===== config.mk =====
export PLATFORM = sky130hd
export DESIGN_NAME = truth_table_bist
export DESIGN_NICKNAME = d
export VERILOG_FILES = /design/src/rtl/truth_table_bist_pkg.sv /design/src/rtl/truth_table_bist_settle_timer.sv /design/src/rtl/truth_table_bist.sv
export SDC_FILE = /design/constraint.sdc
export NUM_CORES = 1
export LEC_CHECK = 0
export CORE_UTILIZATION = 55
export CTS_BUF_LIST = sky130_fd_sc_hd__clkbuf_4 sky130_fd_sc_hd__clkbuf_8
export CTS_CLUSTER_SIZE = 12
export DETAILED_ROUTE_END_ITERATION = 7
export PLACE_DENSITY = 0.87
export RECOVER_POWER = 100
export SLEW_MARGIN = 0
export SYNTH_ARGS = -nofsm -noshare
export SYNTH_HDL_FRONTEND = slang
export SYNTH_SLANG_ARGS = --single-unit
export TNS_END_PERCENT = 5

===== constraint.sdc =====
create_clock -name clk -period 4.98 [get_ports clk]
set_input_delay 1.494 -clock clk [delete_from_list [all_inputs] [get_ports clk]]
set_output_delay 1.494 -clock clk [all_outputs]
set_load 0.02 [all_outputs]

===== src/rtl/truth_table_bist_pkg.sv =====
// Shared encodings and width helpers for the exhaustive truth-table tester.
// Pure declarations; no logic, no timing.
package truth_table_bist_pkg;

    localparam logic [1:0] S_IDLE  = 2'd0;
    localparam logic [1:0] S_APPLY = 2'd1;
    localparam logic [1:0] S_DONE  = 2'd2;

    function automatic int nvec_f(input int n_in);
        return 1 << n_in;
    endfunction

    function automatic int cnt_w_f(input int n_in);
        return n_in + 1;
    endfunction

    function automatic int tmr_w_f(input int settle);
        return $clog2(settle) + 1;
    endfunction

endpackage


===== src/rtl/truth_table_bist_settle_timer.sv =====
// Settle counter: counts 0..SETTLE-1 while enabled, tick on the terminal count.
// tick is combinational from the count register; clr wins over en.
module bist_settle_timer
    import truth_table_bist_pkg::*;
#(
    parameter int SETTLE = 1
) (
    input  logic clk,
    input  logic rst,
    input  logic clr,
    input  logic en,
    output logic tick
);

    localparam int TW = tmr_w_f(SETTLE);
    localparam logic [TW-1:0] LAST = TW'(SETTLE - 1);

    logic [TW-1:0] cnt_q;
    logic [TW-1:0] cnt_d;

    always_comb begin
        tick  = en && (cnt_q == LAST);
        cnt_d = cnt_q;
        if (clr) begin
            cnt_d = '0;
        end else if (en) begin
            cnt_d = tick ? '0 : cnt_q + 1'b1;
        end
    end

    always_ff @(posedge clk or posedge rst) begin
        if (rst) begin
            cnt_q <= '0;
        end else begin
            cnt_q <= cnt_d;
        end
    end

endmodule


===== src/rtl/truth_table_bist.sv =====
// Exhaustive tester: walks stim 0..2^N_IN-1, holds each SETTLE cycles, compares
// dut_out to GOLDEN on the last hold cycle; start is ignored while a run is active.
module truth_table_bist
    import truth_table_bist_pkg::*;
#(
    parameter int N_IN   = 4,
    parameter int N_OUT  = 1,
    parameter int SETTLE = 1,
    parameter logic [N_OUT*(1<<N_IN)-1:0] GOLDEN = 16'h6996
) (
    input  logic               clk,
    input  logic               rst,
    input  logic               start,
    input  logic               stop_on_fail,
    input  logic [N_OUT-1:0]   dut_out,
    output logic [N_IN-1:0]    stim,
    output logic               busy,
    output logic               done,
    output logic               pass,
    output logic [N_IN:0]      err_count,
    output logic               first_fail_valid,
    output logic [N_IN-1:0]    first_fail_vec
);

    localparam int NVEC  = nvec_f(N_IN);
    localparam int CNT_W = cnt_w_f(N_IN);
    localparam logic [CNT_W-1:0] ERR_MAX = CNT_W'(NVEC);

    logic [1:0]       state_q, state_d;
    logic [N_IN-1:0]  stim_q, stim_d;
    logic [CNT_W-1:0] err_q, err_d;
    logic             ffv_q, ffv_d;
    logic [N_IN-1:0]  ffvec_q, ffvec_d;
    logic             mode_q, mode_d;
    logic             done_q, done_d;
    logic             pass_q, pass_d;

    logic             tick;
    logic             start_acc;
    logic             sample;
    logic             mism;
    logic             halt;
    logic [N_OUT-1:0] gold_tab [NVEC];

    for (genvar v = 0; v < NVEC; v++) begin : g_gold
        assign gold_tab[v] = GOLDEN[v*N_OUT +: N_OUT];
    end

    bist_settle_timer #(.SETTLE(SETTLE)) u_timer (
        .clk  (clk),
        .rst  (rst),
        .clr  (start_acc),
        .en   (state_q == S_APPLY),
        .tick (tick)
    );

    // Case inequality so an X/Z response is counted as a miscompare.
    always_comb begin
        start_acc = start && (state_q != S_APPLY);
        sample    = (state_q == S_APPLY) && tick;
        mism      = (dut_out !== gold_tab[stim_q]);
        halt      = sample && ((stim_q == {N_IN{1'b1}}) || (mode_q && mism));
    end

    always_ff @(posedge clk or posedge rst) begin
        if (rst) begin
            state_q <= S_IDLE;
        end else begin
            state_q <= state_d;
        end
    end

    always_comb begin
        state_d = state_q;
        case (state_q)
            S_IDLE:  if (start_acc) state_d = S_APPLY;
            S_APPLY: if (halt)      state_d = S_DONE;
            S_DONE:  if (start_acc) state_d = S_APPLY;
            default: state_d = S_IDLE;
        endcase
    end

    always_comb begin
        busy             = (state_q == S_APPLY);
        stim             = stim_q;
        done             = done_q;
        pass             = pass_q;
        err_count        = err_q;
        first_fail_valid = ffv_q;
        first_fail_vec   = ffvec_q;
    end

    always_comb begin
        stim_d  = stim_q;
        err_d   = err_q;
        ffv_d   = ffv_q;
        ffvec_d = ffvec_q;
        mode_d  = mode_q;
        done_d  = done_q;
        pass_d  = pass_q;
        if (start_acc) begin
            stim_d  = '0;
            err_d   = '0;
            ffv_d   = 1'b0;
            ffvec_d = '0;
            mode_d  = stop_on_fail;
            done_d  = 1'b0;
            pass_d  = 1'b0;
        end else if (sample) begin
            if (mism) begin
                if (err_q != ERR_MAX) err_d = err_q + 1'b1;
                if (!ffv_q) begin
                    ffv_d   = 1'b1;
                    ffvec_d = stim_q;
                end
            end
            // stim stays on the last vector at the end so it never wraps.
            if (halt) begin
                done_d = 1'b1;
                pass_d = (err_d == '0);
            end else begin
                stim_d = stim_q + 1'b1;
            end
        end
    end

    always_ff @(posedge clk or posedge rst) begin
        if (rst) begin
            stim_q  <= '0;
            err_q   <= '0;
            ffv_q   <= 1'b0;
            ffvec_q <= '0;
            mode_q  <= 1'b0;
            done_q  <= 1'b0;
            pass_q  <= 1'b0;
        end else begin
            stim_q  <= stim_d;
            err_q   <= err_d;
            ffv_q   <= ffv_d;
            ffvec_q <= ffvec_d;
            mode_q  <= mode_d;
            done_q  <= done_d;
            pass_q  <= pass_d;
        end
    end

endmodule

==> impl_metrics.csv <==
group,metric,value,unit
setup_path,timing.rr.end,"stim[3]",
min_path,min_from,"state_q[1]",
routing,drtPass1Iterations,4,
global_routing,grt_start_max_net_pins,21,
routing,ant_nets,0,
logic_synthesis,syn_nets,113,
logic_synthesis,synth-edff-count,0,
setup_path,critical_path.max_stage_delay,0.63,ns
floorplanning,fp.coreArea,0.00173,mm2
clocking,cts_tree,"yes",
sta,max_freq,297,MHz
floorplanning,die_area,0.00204,mm2
placement,port_buffers,21,
global_routing,grtUsageTotal,21.9,%
cells_and_area,final_util,74.6,%
setup_path,regToRegSetupSlack,2.53,ns
setup_path,slowest_stage,"a211oi_1",
sta,min_period,3.37,ns
clocking,cts_buffers,3,
setup_path,critical_path_class,"primary input to flop",
logic_synthesis,yosysWarningCount,0,
clocking,clock_latency,0.30,ns
setup_path,timing.rr.start,"stim[0]",
sta,fin_tns_setup,0,ns
global_routing,grt_pass1_vias,735,
cells_and_area,syn_to_final_growth,25.8,%
sta,maxSlewViolCount,0,
setup_path,crit_path_end_kind,"flop",
setup_path,crit_fanout,9,
cells_and_area,drive_gt1_share,3.88,%
floorplanning,die_h,45.1,um
routing,detail_route.wl_per_cell,13.6,um
clocking,clk_pin_slew,0.11,ns
cells_and_area,seqCellArea,500,um2
logic_synthesis,synth.distinct_cells,27,
clocking,cts_hold_buf,0,
sta,hold_viol_final,0,
floorplanning,fp.dieW,45.1,um
cells_and_area,multi_input_area,490,um2
logic_synthesis,yosysMostFrequentCell,"dfrtp_1",
floorplanning,start_util,59.3,%
sta,setup_viol,0,
min_path,min_path_cells,1,
power_and_ir_drop,ir_drop,0.440,mV
routing,drt-total-wl,2090,um
routing,drt_iter0_drc,23,
cells_and_area,final_nets,138,
clocking,cts_buffer_depth,2,
setup_path,worstPathArrival,3.55,ns
routing,viasPerCell,5.51,
setup_path,crit_chain,"dlygate4sd3_1, xor2_1, xnor2_1, a211oi_1, nand4_1, mux2i_1",
setup_path,reg2regPathDepth,6,
floorplanning,rows,15,
setup_path,cp-start-kind,"primary input",
setup_path,path_buf_inv,1,
sta,post-route-period-util,67.6,%
setup_path,cp.required,5.17,ns
clocking,cts_resized,0,
logic_synthesis,ys_async_sr_fraction,100,%
sta,rsz0062_at_grt,"false",
logic_synthesis,yosysTopAreaCellShare,48.9,%
logic_synthesis,synth_common_cells,"dfrtp_1, nand2_1, nor2_1",
logic_synthesis,netlist_top_cells_area,"dfrtp_1, mux2i_1, nand2_1, o21ai_0, ha_1",
logic_synthesis,yosysTopAreaCell,"dfrtp_1",
global_routing,grt-ovfl-total,0,
sta,worst_pin_slew,0.746,ns
placement,dp_hpwl,1530,um
routing,vias,849,
logic_synthesis,syn_area,0.00102,mm2
setup_path,crit_family,"compound AO/OA/AOI/OAI gates",
cells_and_area,nFillCells,138,
min_path,hold_end,"state_q[1]",
job,drv_cap,0,
floorplanning,ios,22,
clocking,cts_sinks,20,
clocking,cts-root-buf,"clkbuf_4",
clocking,htreeDepth,1,
logic_synthesis,syn-mean-instance-area,9.75,um2
logic_synthesis,ys_seq_elements,20,
power_and_ir_drop,p_leak,0.657,nW
cells_and_area,diodes,0,
logic_synthesis,ys_seq_area_share,48.9,%
logic_synthesis,ys.flop_type,"dfrtp_1",
min_path,min_path_type,"flop to flop",
sta,fin_worst_skew,0.00119,ns
global_routing,grt_pass1_wl,3260,um
clocking,postCtsSetupBuffers,0,
sta,slew_headroom,50.2,%
global_routing,antenna_found_initial,0,
logic_synthesis,syn_inst,105,
power_and_ir_drop,power_density,693,mW/mm2
routing,drc_errors,0,
placement,place_congestion,0.857,
run_status,run_status,"complete, no violations",
[report_power, final]
part / internal, mW / switching (mW)
sequential: 0.220 / 0.0622
combinational: 0.208 / 0.307
clock: 0.0446 / 0.0501
total: 0.473 / 0.419
[per-stage QoR]
stage	instances	area (um2)	hold slack [ns]	setup WS, ns	power (mW)
2_1_floorplan	105	1020	0.441	2.24	0.645
3_5_place_dp	150	1260	0.475	1.55	0.826
3_3_place_gp	150	1260	0.456	1.60	0.807
5_1_grt	154	1290	0.512	1.47	0.948
6_report	154	1290	0.501	1.61	0.892
4_1_cts	154	1300	0.502	1.89	0.923
[final cells by class]
cell class | instances | share of cell area, %
well taps | 25 | 2.43
flip-flops and latches | 20 | 38.9
clock buffers | 4 | 2.82
multi-input cells | 79 | 38.1
inverters | 5 | 1.46
repair buffers | 21 | 16.3
[registers in the layout, indices dropped and copies added, names as in the netlist]
| register | count |
|---|---|
| first_fail_vec | 4 |
| err_count | 5 |
| done | 1 |
| first_fail_valid | 1 |
| mode_q | 1 |
| u_timer.cnt_q | 1 |
| state_q | 2 |
| pass | 1 |
| stim | 4 |
[layer usage]
metal,vias up,global-route usage [%],wire length (um)
met2,17,35.1,1030
met5,-,0,0
met4,0,7.27,17
met1,408,30.9,964
li1,422,-,-
met3,2,2.40,81
[kinds of logic (layout without fill, tap and decap cells)]
logic type      count (synthesis)  after routing  synth area share, %
compound gates                 25             25                 15.3
xor+xnor                        5              5                 4.28
fa+ha+maj                       3              3                 3.67
buf+inv                         6             30                 2.20
flops                          20             20                 48.9
mux                             8              8                 7.82
simple gates                   38             38                 17.9
[worst register-to-register path, stage by stage, from the launching register on]
cell      delay (ns)
dfrtp_1         0.46
ha_1            0.34
xor2_1          0.28
xnor2_1         0.28
a211oi_1        0.63
nand4_1         0.19
mux2i_1         0.15
[how the worst max path moves through the flow]
stage	startpoint	end	cells after the start
final	dut_out	stim[3]	6
after global routing	dut_out	stim[3]	6
after CTS	state_q[1]	busy	3
after detailed placement	dut_out	pass	5
after global placement	dut_out	state_q[0]	6
after floorplan	dut_out	stim[3]	5
[cell usage in the layout, fill, tap and decap left out, drive strengths merged, types with 2 or more instances in the layout]
cell,count
xnor2,2
xor2,3
a21oi,6
ha,3
inv,5
and3,3
nor2,10
o21ai,9
dfrtp,20
nand2,13
nand3,2
nor3,4
a21o,4
clkbuf,4
mux2i,8
dlygate4sd3,20
o211ai,2
No activity file was read; power rests on OpenSTA's default activity.
